--- config.mk ---
export PLATFORM = sky130hd
export DESIGN_NAME = note_sequencer_flat
export DESIGN_NICKNAME = d
export VERILOG_FILES = /design/src/rtl/note_sequencer_pkg.sv /design/src/rtl/note_sequencer_if.sv /design/src/rtl/note_sequencer_length_decoder.sv /design/src/rtl/note_sequencer.sv /design/src/flat_wrapper.sv
export SDC_FILE = /design/constraint.sdc
export NUM_CORES = 1
export LEC_CHECK = 0
export CAP_MARGIN = 5
export CORE_ASPECT_RATIO = 0.8
export CORE_MARGIN = 1
export CORE_UTILIZATION = 30
export CTS_CLUSTER_DIAMETER = 80
export DETAILED_ROUTE_END_ITERATION = 8
export MAX_ROUTING_LAYER = met4
export PLACE_DENSITY = 0.63
export SLEW_MARGIN = 20
export SYNTH_ARGS = -nofsm -noshare
export SYNTH_HDL_FRONTEND = slang
export SYNTH_HIERARCHICAL = 1
export SYNTH_SLANG_ARGS = --single-unit
export TNS_END_PERCENT = 20
--- constraint.sdc ---
create_clock -name clk -period 5.1 [get_ports clk]
set_input_delay 1.02 -clock clk [delete_from_list [all_inputs] [get_ports clk]]
set_output_delay 1.02 -clock clk [all_outputs]
set_load 0.02 [all_outputs]
--- src/rtl/note_sequencer_pkg.sv ---
// note_sequencer_pkg -- shared definitions for the note sequencer.
//   state_t        : FSM state encoding (also exported on the debug port)
//   LEN_CODE_*     : 3-bit note length codes as stored in the song ROM
//   BEATS_*        : beat counts those codes decode to
// Optional feature macro used by the sequencer: NOTE_SEQ_LOOP_EN.
package note_sequencer_pkg;

  typedef enum logic [2:0] {
    IDLE  = 3'd0,
    FETCH = 3'd1,
    LOAD  = 3'd2,
    PLAY  = 3'd3,
    DONE  = 3'd4
  } state_t;

  localparam logic [2:0] LEN_CODE_HALF    = 3'd0;
  localparam logic [2:0] LEN_CODE_QUARTER = 3'd1;
  localparam logic [2:0] LEN_CODE_DOT     = 3'd2;
  localparam logic [2:0] LEN_CODE_WHOLE   = 3'd3;
  localparam logic [2:0] LEN_CODE_LONG    = 3'd4;

  localparam logic [3:0] BEATS_HALF    = 4'd2;
  localparam logic [3:0] BEATS_QUARTER = 4'd1;
  localparam logic [3:0] BEATS_DOT     = 4'd3;
  localparam logic [3:0] BEATS_WHOLE   = 4'd4;
  localparam logic [3:0] BEATS_LONG    = 4'd12;
  localparam logic [3:0] BEATS_END     = 4'd0;

endpackage

--- src/rtl/note_sequencer_if.sv ---
// note_sequencer_if -- song ROM read bus.
//   rom_addr : read address, driven by the sequencer (master)
//   rom_data : {length[2:0], pitch}, driven by the ROM (slave)
// Bus timing: there is no valid/ready pair. The ROM is a synchronous read
// port with a fixed latency of one cycle: rom_data is valid in the cycle
// after rom_addr was presented, and the ROM can never stall the master.
interface note_sequencer_if #(
  parameter int ADDR_W  = 6,
  parameter int PITCH_W = 6
);
  logic [ADDR_W-1:0]    rom_addr;
  logic [PITCH_W+2:0]   rom_data;

  modport master (output rom_addr, input rom_data);
  modport slave  (input rom_addr, output rom_data);
endinterface

--- src/rtl/note_sequencer_length_decoder.sv ---
// length_decoder -- combinational map from a 3-bit note length code to a
// beat count. Codes 5..7 decode to 0, which the sequencer treats as the
// end-of-song marker.
//   code  : length code from the ROM word
//   beats : beats the note lasts (0 = end marker)
module length_decoder
  import note_sequencer_pkg::*;
(
  input  logic [2:0] code,
  output logic [3:0] beats
);
  always_comb begin
    beats = BEATS_END;
    unique case (code)
      LEN_CODE_HALF:    beats = BEATS_HALF;
      LEN_CODE_QUARTER: beats = BEATS_QUARTER;
      LEN_CODE_DOT:     beats = BEATS_DOT;
      LEN_CODE_WHOLE:   beats = BEATS_WHOLE;
      LEN_CODE_LONG:    beats = BEATS_LONG;
      default:          beats = BEATS_END;
    endcase
  end
endmodule

--- src/rtl/note_sequencer.sv ---
// note_sequencer -- steps through a song ROM, sounding one note per entry
// for a number of beat_tick pulses given by the entry's length code.
//   clk, rst    : clock (rising edge), asynchronous active-high reset
//   start       : pulse, (re)starts playback from address 0
//   pause       : level, freezes a sounding note
//   beat_tick   : pulse per beat unit
//   rom         : song ROM bus (master side)
//   pitch       : pitch of the sounding note
//   note_valid  : high while a note sounds
//   busy        : high in FETCH/LOAD/PLAY
//   done        : one-cycle pulse on entry to DONE
//   dbg_state   : current FSM state
//   dbg_count   : remaining beats of the current note
// Macro NOTE_SEQ_LOOP_EN: song end returns to address 0 instead of DONE.
module note_sequencer
  import note_sequencer_pkg::*;
#(
  parameter int ADDR_W  = 6,
  parameter int PITCH_W = 6
) (
  input  logic               clk,
  input  logic               rst,
  input  logic               start,
  input  logic               pause,
  input  logic               beat_tick,
  note_sequencer_if.master   rom,
  output logic [PITCH_W-1:0] pitch,
  output logic               note_valid,
  output logic               busy,
  output logic               done,
  output state_t             dbg_state,
  output logic [3:0]         dbg_count
);
  localparam logic [ADDR_W-1:0] ADDR_LAST = '1;

  state_t              state, next_state;
  logic [ADDR_W-1:0]   addr, next_addr;
  logic [PITCH_W-1:0]  next_pitch;
  logic [3:0]          count, next_count;
  logic                next_valid, next_done, next_busy;
  logic                song_end;
  logic [3:0]          beats;

  length_decoder length_decoder (
    .code  (rom.rom_data[PITCH_W+2:PITCH_W]),
    .beats (beats)
  );

  always_ff @(posedge clk or posedge rst) begin
    if (rst) begin
      state      <= IDLE;
      addr       <= '0;
      pitch      <= '0;
      count      <= '0;
      note_valid <= 1'b0;
      busy       <= 1'b0;
      done       <= 1'b0;
    end else begin
      state      <= next_state;
      addr       <= next_addr;
      pitch      <= next_pitch;
      count      <= next_count;
      note_valid <= next_valid;
      busy       <= next_busy;
      done       <= next_done;
    end
  end

  always_comb begin
    next_state = state;
    next_addr  = addr;
    next_pitch = pitch;
    next_count = count;
    next_valid = note_valid;
    next_done  = 1'b0;
    song_end   = 1'b0;

    unique case (state)
      IDLE, DONE: begin
        if (start) begin
          next_state = FETCH;
          next_addr  = '0;
        end
      end
      FETCH: begin
        // FETCH and LOAD always advance, even under pause, so the ROM word
        // is captured; the pause then takes hold once PLAY is entered.
        if (start) begin
          next_state = FETCH;
          next_addr  = '0;
          next_valid = 1'b0;
        end else begin
          next_state = LOAD;
        end
      end
      LOAD: begin
        if (start) begin
          next_state = FETCH;
          next_addr  = '0;
          next_valid = 1'b0;
        end else if (beats == BEATS_END) begin
          song_end = 1'b1;
        end else begin
          next_pitch = rom.rom_data[PITCH_W-1:0];
          next_count = beats;
          next_valid = 1'b1;
          next_state = PLAY;
        end
      end
      PLAY: begin
        // start beats a coincident beat_tick
        if (start) begin
          next_state = FETCH;
          next_addr  = '0;
          next_valid = 1'b0;
        end else if (!pause && beat_tick) begin
          if (count == 4'd1) begin
            next_valid = 1'b0;
            next_count = '0;
            if (addr == ADDR_LAST) begin
              song_end = 1'b1;
            end else begin
              next_addr  = addr + 1'b1;
              next_state = FETCH;
            end
          end else begin
            next_count = count - 4'd1;
          end
        end
      end
      default: next_state = IDLE;
    endcase

    if (song_end) begin
`ifdef NOTE_SEQ_LOOP_EN
      next_state = FETCH;
      next_addr  = '0;
`else
      next_state = DONE;
      next_done  = 1'b1;
`endif
    end

    next_busy = (next_state == FETCH) || (next_state == LOAD) ||
                (next_state == PLAY);
  end

  assign rom.rom_addr = addr;
  assign dbg_state    = state;
  assign dbg_count    = count;
endmodule

--- src/flat_wrapper.sv ---
// flat-port wrapper written by rule: the top's interface ports become plain ports
module note_sequencer_flat import note_sequencer_pkg::*;
#(
  parameter int ADDR_W  = 6,
  parameter int PITCH_W = 6
)
  (clk, rst, start, pause, beat_tick, pitch, note_valid, busy, done, dbg_state, dbg_count, rom_rom_addr, rom_rom_data);
  note_sequencer_if #(.ADDR_W(ADDR_W), .PITCH_W(PITCH_W)) rom_i ();
  input  logic clk;
  input  logic rst;
  input  logic start;
  input  logic pause;
  input  logic beat_tick;
  output logic [PITCH_W-1:0] pitch;
  output logic note_valid;
  output logic busy;
  output logic done;
  output state_t dbg_state;
  output logic [3:0] dbg_count;
  output wire logic [$bits(rom_i.rom_addr)-1:0] rom_rom_addr;
  input wire logic [$bits(rom_i.rom_data)-1:0] rom_rom_data;
  assign rom_rom_addr = rom_i.rom_addr;
  assign rom_i.rom_data = rom_rom_data;
  note_sequencer #(.ADDR_W(ADDR_W), .PITCH_W(PITCH_W)) u_core (.clk(clk), .rst(rst), .start(start), .pause(pause), .beat_tick(beat_tick), .rom(rom_i), .pitch(pitch), .note_valid(note_valid), .busy(busy), .done(done), .dbg_state(dbg_state), .dbg_count(dbg_count));
endmodule
## Yosys cells after proc, flatten, opt, wreduce, memory -nomap -nowiden

Cells that the tools add are included.

- Input bits: 14
- Output and inout bits: 22
- Register bits after elaboration: 22

- Reductions and logical operators: 16
- Bitwise logic cells: 2
- Equal/unequal tests: 23
- Multiplexer cells: 38
- Add/subtract/negate cells: 2

Operators with widths:

| kind | number |
|---|---|
| 2-to-1 mux 6 bit | 5 |
| 2-to-1 mux 3 bit | 8 |
| 2-to-1 mux 4 bit | 5 |
| one-hot mux 4 bit (5 select lines) | 1 |
| equality test 3 x 2 -> 1 bit, second input constant | 6 |
| AND reduction 5 bit | 3 |
| 2-to-1 mux 1 bit | 13 |
| one-hot mux 3 bit (4 select lines) | 1 |
| one-hot mux 6 bit (2 select lines) | 1 |
| equality test 3 x 1 -> 1 bit, second input constant | 3 |
| inequality test 2 bit, second input constant | 4 |
| one-hot mux 4 bit (2 select lines) | 1 |
| adder 6 x 1 -> 6 bit, second input constant | 1 |
| equality test 3 bit, second input constant | 2 |
| equality test 6 bit, second input constant | 1 |
| logical NOT 3 bit | 2 |
| inequality test 3 x 2 -> 1 bit, second input constant | 2 |
| inequality test 3 bit, second input constant | 2 |
| equality test 4 x 1 -> 1 bit, second input constant | 1 |
| logical NOT 4 bit | 1 |
| inequality test 2 x 1 -> 1 bit, second input constant | 2 |
| nonzero test 2 bit | 2 |
| OR reduction 4 bit | 1 |
| subtractor 4 x 1 -> 4 bit, second input constant | 1 |
| other kinds (10) | 12 |

## Logic depth before layout (Yosys ltp)

Gate-level depths: netlist (run 1).

- Depth after elaboration: 10
- Gate-level depth with buffers: 6

## Hierarchy

Netlist (run 1), hierarchy kept.

Modules (own cells, without submodules):

| module | times used | area an instance (µm²) | cells each |
|---|---|---|---|
| note_sequencer | 1 | 1301.2 | 127 |
| length_decoder | 1 | 40.0 | 6 |

## Worst setup path before layout (run 1)

No wires, ideal clock.

- Path type: input port to flip-flop
- Start point: input rom_rom_data[8]
- End point: register u_core.pitch[0]
- Arrival time: 2600 ps
- Path slack: 2375 ps
- Stages on the path: 6
- Setup time: 125 ps
- Path buffers: 1
- Cell sequence: nor3b_2 > o21bai_1 > or4_2 > nand2b_4 > buf_6 > mux2_4

- Longest elaborated chain between the ends: 5
- Elaborated cells on any way between the ends: 9
- Those cells by class: 4 x eq/ne; 1 x mux; 1 x bitwise; 3 x reduce/logical

Ends and longest elaborated chain:

| item | line | source |
|---|---|---|
| start: declaration | flat_wrapper.sv:21 | `input wire logic [$bits(rom_i.rom_data)-1:0] rom_rom_data;` |
| equality test 3 bit, or another cell as far along | note_sequencer_length_decoder.sv:14 | `unique case (code)` |
| one-hot mux 4 bit (5 select lines) * | note_sequencer_length_decoder.sv:14 |  |
| named net u_core.beats[2] | note_sequencer.sv:42 | `logic [3:0] beats;` |
| logical NOT 4 bit * | note_sequencer.sv:101 | `end else if (beats == BEATS_END) begin` |
| inverter 1 bit (no source line) * | -- |  |
| AND reduction 3 bit (no source line) * | -- |  |
| end signal: assignment | note_sequencer.sv:61 | `pitch <= next_pitch;` |
| end: declaration | note_sequencer.sv:27 | `output logic [PITCH_W-1:0] pitch,` |

Mark *: on every way through the listed nets, which the timed path passes. The rest lies on a longest branch.
A chain may end at the register's enable or synchronous reset.

## Worst setup path after layout (run 1)

- Start point: input rom_rom_data[8]
- End point: register u_core.note_valid

- Longest elaborated chain between the ends: 5
- Elaborated cells on any way between the ends: 9
- Those cells by class: 5 x eq/ne; 1 x mux; 3 x reduce/logical

Ends and longest elaborated chain:

| item | line | source |
|---|---|---|
| equality test 3 bit, or another cell as far along | note_sequencer_length_decoder.sv:14 |  |
| one-hot mux 4 bit (5 select lines) * | note_sequencer_length_decoder.sv:14 |  |
| named net u_core.beats[3] | note_sequencer.sv:42 |  |
| logical NOT 4 bit * | note_sequencer.sv:101 |  |
| inequality test 3 bit (no source line) * | -- |  |
| AND reduction 5 bit (no source line) * | -- |  |
| end signal: assignment | note_sequencer.sv:63 | `note_valid <= next_valid;` |
| end: declaration | note_sequencer.sv:28 | `output logic note_valid,` |

Marks and branches as above.

==> results.py, run 1 <==
metrics = {
    "place": {
        "place_congestion": 0.8730,
        "io_buffers": 35,
        "post-dp-hpwl_um": 2275,
    },
    "critical_path": {
        "endpoint_kind": "flip-flop",
        "rr_worst_depth": 6,
        "critPathKind": "primary input to flip-flop",
        "r2r-start": "u_core/dbg_count[1]$_DFFE_PP0P_",
        "required_ps": 5280,
        "regToRegEndpoint": "u_core/rom.rom_addr[5]$_DFFE_PP0P_",
        "rrSetupSlack_ps": 2930,
        "critical_path_arrival_ps": 3190,
        "cp_max_fo": 5,
        "endpoint": "u_core/note_valid$_DFFE_PP0P_",
        "cp-startpoint": "rom_rom_data[8]",
        "cp-start-kind": "primary input",
    },
    "logic_synthesis": {
        "syn_nets": 150,
        "synth_area_sq_mm": 0.001341,
        "netlist_instances": 133,
        "yosys_warnings": 6,
        "avgSynthCellArea_sq_um": 10.08,
        "synth_top_area_share": 0.4104,
        "synthDistinctLibCells": 51,
        "synthArstFlopShare": 1.000,
        "synth_edf_count": 0,
        "ys.flop_type": "dfrtp_1",
        "seq_area_frac_synth": 0.4104,
        "ys_top_cells_by_area": "dfrtp_1 (41%), mux2_4 (6.7%), o21ai_0 (3.7%), a21oi_1 (3.4%), ha_1 (2.8%)",
        "synth_area_leader_cell": "dfrtp_1",
        "synth_common_cells": "dfrtp_1 (22), o21ai_0 (10), a21oi_1 (9), nand2_1 (9), inv_1 (8)",
        "yosysMostFrequentCell": "dfrtp_1",
        "ys_ff_latch": 22,
    },
    "power_and_ir_drop": {
        "p_int_w": 0.0004505,
        "pwr-share-comb": 0.387,
        "p_sw_frac": 0.3244,
        "finalPower_w": 0.0006669,
        "peakVddDrop_v": 0.0002605,
        "p_per_area_mw_per_mm2": 373.3,
        "p_clk_frac": 0.243,
        "switchingPower_w": 0.0002164,
        "seq_power_share": 0.370,
        "leakage_nw": 0.7481,
    },
    "cells_and_area": {
        "layout-drive-gt1-share": 0.1152,
        "final_core_util": 0.4224,
        "diodes": 0,
        "final_nets": 183,
        "area_delta_synth_final_pct": 33.21,
        "fillCellCount": 399,
    },
    "clock_tree": {
        "cts_tree": "built",
        "clock_latency_ps": 260,
        "post_cts_resized": 0,
        "cts.path.max_buffers": 2,
        "cts_setup_buffers": 0,
        "cts_hold_buf": 0,
        "htree_levels": 1,
        "clock_sinks": 22,
        "cts_buffers": 3,
        "cts-root-buf": "clkbuf_8",
        "path_clk_slew_ps": 80,
    },
    "detailed_routing": {
        "ant_nets": 0,
        "drc": 0,
        "first_pass_iters": 4,
        "drt_iter0_drc": 49,
        "via_per_inst": 5.090,
        "vias": 1130,
        "wl_per_cell_um": 13.81,
        "wirelength_um": 3066,
    },
    "sta": {
        "min_period_ps": 3012,
        "drv_slew": 0,
        "max_freq_mhz": 332.0,
        "post-route-period-util": 0.5905,
        "timing.slew.headroom": 0.4368,
        "tightest_slew_ps": 843.8,
        "rsz0062_at_grt": "no",
        "setup_viol": 0,
        "finalHoldViolCount": 0,
        "fin_skew_ps": 3.463,
        "tns_ps": 0,
    },
    "global_route": {
        "grt_pass1_wl_um": 4726,
        "grt_max_degree": 23,
        "grt_overflow_total": 0,
        "antenna_found_initial": 0,
        "grtUsageTotal": 0.1319,
        "grt_pass1_vias": 979,
    },
    "floorplanning": {
        "fp.dieH_um": 61.81,
        "start_util": 0.3171,
        "core-area_sq_mm": 0.004230,
        "core.rowCount": 21,
        "die_area_sq_mm": 0.004744,
        "io_pins": 36,
        "die_x_um": 76.76,
    },
    "min_path": {
        "hold_class": "flip-flop to flip-flop",
        "min_path_cells": 1,
        "hold_start": "u_core/pitch[1]$_DFFE_PP0P_",
    },
    "job": {
        "maxCapViolCount": 0,
    },
    "run_status": {
        "status": "finished, final reports clean",
    },
}
==> layer usage <==
| layer | track usage | share of wire | up-vias | wire, um |
|---|---|---|---|---|
| met2 | 0.1977 | 0.45 | 36 | 1395 |
| met3 | 0.04088 | 0.052 | 2 | 159 |
| met1 | 0.1706 | 0.49 | 537 | 1495 |
| met5 | - | 0 | - | 0 |
| met4 | 0.04396 | 0.0049 | 0 | 15 |
| li1 | - | - | 555 | - |
==> per-stage QoR <==
stage,hold slack (ps),setup WS (ps),instances,instance area (sq um)
detailed placement,505.1,1836,218,1715
finish,516.7,2088,222,1787
CTS,527.3,2113,222,1787
global route,542.9,2018,222,1787
global placement,494.9,1876,218,1715
floorplan,625.8,2375,133,1341
==> power groups by stage <==
stage | Sequential [W] | Clock [W] | Combinational, W
3_3_place_gp | 0.000248 | 0 | 0.000256
3_5_place_dp | 0.000251 | 0 | 0.000257
5_1_grt | 0.000254 | 0.000177 | 0.000278
4_1_cts | 0.000248 | 0.000166 | 0.000260
2_1_floorplan | 0.000288 | 0 | 0.000110
6_report | 0.000247 | 0.000162 | 0.000258
==> layout by cell type, fill, tap and decap left out, drive strengths merged, types with 3 or more instances in the layout <==
cell           count
a21oi              9
clkbuf             3
clkdlybuf4s50     35
dfrtp             22
ha                 3
inv                8
mux2               7
nand2             10
nand3              6
nor2               6
nor3               3
o211ai             3
o21ai             10
==> how the worst min path moves through the flow <==
stage / end
floorplan: u_core/rom.rom_addr[3]$_DFFE_PP0P_
global placement: u_core/pitch[5]$_DFFE_PP0P_
detailed placement: u_core/pitch[4]$_DFFE_PP0P_
CTS: u_core/pitch[1]$_DFFE_PP0P_
global route: u_core/pitch[1]$_DFFE_PP0P_
finish: u_core/pitch[1]$_DFFE_PP0P_
==> area by class of cell <==
class / instances / area (sq um) / area share
Inverter: 8 / 30.03 / 0.01681
Timing Repair Buffer: 35 / 350.3 / 0.1961
Clock buffer: 3 / 41.29 / 0.02311
Multi-Input combinational cell: 96 / 713.2 / 0.3992
Clock inverter: 1 / 30.03 / 0.01681
Sequential cell: 22 / 550.5 / 0.3081
Tap cell: 57 / 71.32 / 0.03992
==> cell families (layout without fill, tap and decap cells) <==
logic type / count (synthesis) / after routing / synth area share
compound gates: 39 / 39 / 0.2043
xor+xnor: 1 / 1 / 0.006531
fa+ha+maj: 3 / 3 / 0.02799
buf+inv: 15 / 47 / 0.05783
flops: 22 / 22 / 0.4104
mux: 9 / 9 / 0.09049
simple gates: 44 / 44 / 0.2024
==> registers in the layout (all words and copies together), names as in the netlist <==
signal and flops:
u_core/rom.rom_addr 6, u_core/busy 1, u_core/done 1, u_core/dbg_state 3, u_core/pitch 6, u_core/note_valid 1, u_core/dbg_count 4
==> critical path, stage by stage <==
cell             delay (ps)
clkdlybuf4s50_1         460
nor3b_2                 200
o21bai_1                190
or4_2                   770
o21ai_0                 300
a21oi_1                  80
o211ai_1                190
(Power assumes the default switching activity.)
==> run 2, diff against run 1 <==
- PLACE_DENSITY: 0.63 -> 0.65
- clock period: 5.1 -> 2.71 ns (I/O delays scaled with it)
==> results.py, run 2 (synthesized netlist as in run 1, its figures left out) <==
metrics = {
    "run_status": {
        "status": "finished, final reports clean",
    },
    "critical_path": {
        "cpMaxStageDelayCell": "or4_2",
        "endpoint": "u_core/pitch[1]$_DFFE_PP0P_",
        "cp_max_fo": 7,
        "critical_path_arrival_ps": 2610,
        "critPathKind": "primary input to flip-flop",
        "endpoint_kind": "flip-flop",
        "rrSetupSlack_ps": 670,
        "cp-start-kind": "primary input",
        "worst-path-stages": 6,
        "required_ps": 2860,
        "critical_path.cell_chain": "clkdlybuf4s50_1 > nor3b_2 > o21bai_1 > or4_2 > nand2b_4 > mux2_4",
        "cp-startpoint": "rom_rom_data[6]",
        "crit_path_max_incr_delay_ps": 760,
        "crit_family": "simple AND/OR/NAND/NOR gates",
        "path_buf_inv": 1,
        "rr_worst_depth": 4,
        "r2r-start": "u_core/dbg_state[0]$_DFF_PP0_",
        "regToRegEndpoint": "u_core/dbg_count[1]$_DFFE_PP0P_",
    },
    "clock_tree": {
        "cts_hold_buf": 0,
        "htree_levels": 1,
        "cts_tree": "built",
        "path_clk_slew_ps": 80,
        "cts.path.max_buffers": 2,
        "cts_setup_buffers": 0,
        "clock_latency_ps": 260,
        "post_cts_resized": 0,
        "clock_sinks": 22,
        "cts_buffers": 3,
        "cts-root-buf": "clkbuf_8",
    },
    "cells_and_area": {
        "layout-drive-gt1-share": 0.1462,
        "fillCellCount": 394,
        "finalInstanceArea_sq_mm": 0.001832,
        "final_nets": 189,
        "mostFrequentLayoutCell": "clkdlybuf4s50_1",
        "final_core_util": 0.4330,
        "seqCellArea_sq_um": 550.5,
        "multi_input_area_sq_um": 713.2,
        "mostFrequentLayoutCells": "clkdlybuf4s50_1 (35), dfrtp_1 (22), o21ai_0 (10)",
        "area_delta_synth_final_pct": 36.57,
        "diodes": 0,
    },
    "detailed_routing": {
        "wirelength_um": 3151,
        "drt_iter0_drc": 79,
        "vias": 1157,
        "first_pass_iters": 4,
        "ant_nets": 0,
        "via_per_inst": 5.075,
        "drc": 0,
        "wl_per_cell_um": 13.82,
    },
    "sta": {
        "tightest_slew_ps": 853.1,
        "drv_slew": 0,
        "timing.slew.headroom": 0.4307,
        "fin_skew_ps": 2.674,
        "fin_ws_ps": 251.6,
        "post-route-period-util": 0.9072,
        "finalHoldViolCount": 0,
        "setup_viol": 0,
        "rsz0062_at_grt": "no",
        "min_period_ps": 2458,
        "max_freq_mhz": 406.8,
    },
    "place": {
        "pre_cts_ws_ps": -19.53,
        "io_buffers": 35,
        "post-dp-hpwl_um": 2316,
        "place_congestion": 0.8067,
        "place_area_sq_mm": 0.001760,
    },
    "power_and_ir_drop": {
        "p_per_area_mw_per_mm2": 695.1,
        "finalPower_w": 0.001273,
        "leakage_nw": 0.7784,
        "peakVddDrop_v": 0.0004547,
    },
    "global_route": {
        "grt_overflow_total": 0,
        "antenna_found_initial": 0,
        "grt_pass1_wl_um": 5195,
        "grt_pass1_vias": 1127,
        "grtUsageTotal": 0.1476,
        "grt_max_degree": 23,
    },
    "floorplanning": {
        "core.rowCount": 21,
        "fp.dieH_um": 61.81,
        "io_pins": 36,
        "core-area_sq_mm": 0.004230,
        "die_area_sq_mm": 0.004744,
        "start_util": 0.3171,
        "die_x_um": 76.76,
    },
    "min_path": {
        "hold_class": "flip-flop to flip-flop",
    },
    "job": {
        "maxCapViolCount": 0,
    },
}
-- run 2: cell count changes in the layout (fill, tap and decap cells not counted), sizes merged --
cell,before,now
buf,0,6
-- run 2: metal layers --
| layer | share of wire | up-vias | track usage | routed length [um] |
|---|---|---|---|---|
| li1 | - | 566 | - | - |
| met1 | 0.47 | 561 | 0.1742 | 1474 |
| met2 | 0.48 | 26 | 0.2526 | 1515 |
| met3 | 0.043 | 4 | 0.03650 | 137 |
| met4 | 0.0073 | 0 | 0.04945 | 23 |
| met5 | 0 | - | - | 0 |
-- run 2: stage by stage --
stage / setup TNS, ps / hold slack (ps) / cells
6_report: 0 / 513.0 / 228
3_5_place_dp: -101.0 / 495.3 / 224
3_3_place_gp: 0 / 498.1 / 224
4_1_cts: 0 / 518.8 / 228
2_1_floorplan: 0 / 531.2 / 133
5_1_grt: 0 / 538.7 / 228
-- run 2: layout make-up --
| class | count | share of cell area |
|---|---|---|
| Timing Repair Buffer | 41 | 0.2158 |
| Sequential cell | 22 | 0.3005 |
| Tap cell | 57 | 0.03893 |
| Clock inverter | 1 | 0.01639 |
| Multi-Input combinational cell | 96 | 0.3893 |
| Clock buffer | 3 | 0.02254 |
| Inverter | 8 | 0.01639 |
-- run 2: worst min path at each step --
stage	start	to	slack [ps]	depth (start not counted)
after floorplan	rst	u_core/busy$_DFF_PP0_	530	1
after global placement	u_core/pitch[2]$_DFFE_PP0P_	u_core/pitch[2]$_DFFE_PP0P_	500	1
after detailed placement	u_core/pitch[5]$_DFFE_PP0P_	u_core/pitch[5]$_DFFE_PP0P_	500	1
after CTS	u_core/pitch[5]$_DFFE_PP0P_	u_core/pitch[5]$_DFFE_PP0P_	520	1
after global routing	u_core/pitch[5]$_DFFE_PP0P_	u_core/pitch[5]$_DFFE_PP0P_	540	1
final	u_core/pitch[5]$_DFFE_PP0P_	u_core/pitch[5]$_DFFE_PP0P_	510	1
-- run 2: power by group --
part           internal, W  switching, W  total (W)
Combinational     0.000266      0.000233   0.000499
Clock             0.000197      0.000108   0.000305
Sequential        0.000398     0.0000711   0.000469
==> run 3, diff against run 2 <==
- SKIP_CTS_REPAIR_TIMING: default -> 1
==> results of run 3 <==
Same layout as run 2: the final DEF is identical, and so are final timing and power.
==> RTL change: new RTL, config.mk and constraints of run 2 <==
Register the output `dbg_state` once more; this adds one clock of latency there. The other outputs are not delayed to match.
--- a/src/rtl/note_sequencer.sv
+++ b/src/rtl/note_sequencer.sv
@@ -148,3 +148,5 @@
   assign rom.rom_addr = addr;
-  assign dbg_state    = state;
+  always_ff @(posedge clk) begin
+    dbg_state <= state;
+  end
   assign dbg_count    = count;
Check against the original RTL: not equivalent (Yosys sat finds a counterexample within 4 cycles, from zero or initial values and one cycle with rst high).
==> RTL change against run 2 <==
  * First-iteration DRC count rose by 6.3%
  * Setup slack improved by 0.0031 ns
  * Combinational power rose by 25%
  * Register-to-register slack improved by 0.14 ns
  * Synthesized cell count fell by 3.0%
  * Total power rose by 11%
  * Sequential cell count rose by 3
  * Wire length fell by 4.1%
  * Synthesized area rose by 0.47%
  * Final area rose by 0.27%
  * Critical endpoint is now u_core/dbg_count[1]$_DFFE_PP0P_
  * Largest cell class unchanged
  * Highest routed layer unchanged
==> RTL change: results (changes against run 2) <==
metric	value	unit	change
Syn Area/Cell	10.4	um^2	+3.6%
CP max FO	4		-3
adder-cell share of the synthesized area	0.0279		-0.000130
sequential-to-total area share from yosys stat	0.453		+0.0427
first-pass GRT wire length	5.14	mm	-1.1%
Total Nets Final	187		-1.1%
Async SR Flop Fraction	0.880		-0.120
Total Wirelength	3.02	mm	-4.1%
vias in the first global route	1117		-0.89%
Non-Filler Instances	226		-0.88%
crit path to	u_core/dbg_count[1]$_DFFE_PP0P_		
Global Route met3 Usage	0.0438		+0.00730
Initial DRC Count	84		+6.3%
compound-gate portion of the synthesized area	0.181		-0.0232
status	completed		
top cells by area, synth	dfrtp_1 (41%), mux2_2 (6.7%), dfxtp_1 (4.5%), ha_1 (2.8%), inv_1 (2.8%)		
metal2 WL	1.46	mm	-3.9%
final hold slack	0.508	ns	-0.00536 ns
largest net degree at the start of global routing	23		unchanged
Post-Synth XOR/XNOR Area	0.00650		-0.0000303
M1 WL	1.41	mm	-4.5%
CP peak stage delay	0.56	ns	-0.20 ns
slowest CP cell	or4_4		
met3 wire length	132	um	-3.6%
Reg2Reg Launch Point	u_core/state[0]$_DFF_PP0_		
Hold Startpoint	u_core/pitch[3]$_DFFE_PP0P_		
R2R Path End	u_core/rom.rom_addr[1]$_DFFE_PP0P_		
multiplexer share of the synthesized area	0.0743		-0.0162
Hold Path End	u_core/pitch[3]$_DFFE_PP0P_		
Syn Nets	146		-2.7%
met2 usage	0.237		-0.0153
Max rail drop VDD	0.000388	V	-15%
grt met1 use	0.180		+0.00535
Placer Congestion	0.795		-1.4%
total track usage	0.145		-0.00268
synth cell count leaders	dfrtp_1 (22), inv_1 (10), nand2_1 (9), mux2_2 (8), nand3_1 (7)		
leakage dissipation	0.739	nW	-5.1%
routed vias/inst	5.06		-0.25%
R2R Setup Slk	0.81	ns	+0.14 ns
Worst Path Arrival	2.62	ns	about the same
placed cells	222		-0.89%
Int Pwr	0.000888	W	+3.1%
Reg2Reg Depth	3		-1
Post-DP Area	0.00179	mm^2	+1.7%
Worst-Margin Slew	0.861	ns	+0.00833 ns
Port Buffers	35		unchanged
post-synth cell types	42		-18%
share of cells above drive strength 1	0.183		+0.0372
Top delay family on crit path	simple AND/OR/NAND/NOR gates		
clk_skew	0.00562	ns	+0.00295 ns
RTL change: per-stage QoR:
stage / utilization / setup WS, ns / TNS [ns]
floorplan: - / 0.475 / 0
global placement: 0.421 / 0.0252 / 0
detailed placement: 0.421 / -0.0301 / -0.0472
CTS: 0.432 / 0.266 / 0
global route: 0.432 / 0.188 / 0
finish: 0.432 / 0.255 / 0
RTL change: power groups by stage:
| stage | Combinational (W) | Clock (W) | Sequential, W |
|---|---|---|---|
| after floorplan | 0.000255 | 0 | 0.000660 |
| after global placement | 0.000608 | 0 | 0.000568 |
| after detailed placement | 0.000622 | 0 | 0.000572 |
| after CTS | 0.000628 | 0.000231 | 0.000565 |
| after global routing | 0.000677 | 0.000248 | 0.000586 |
| final | 0.000624 | 0.000220 | 0.000566 |
RTL change: layout make-up:
cell class	count	area, um^2
sequential	25	611
multi-input combinational	89	676
clock buffer	3	41.3
timing repair buffer	41	395
tap	57	71.3
fill	411	2420
clock inverter	1	5.00
inverter	10	37.5
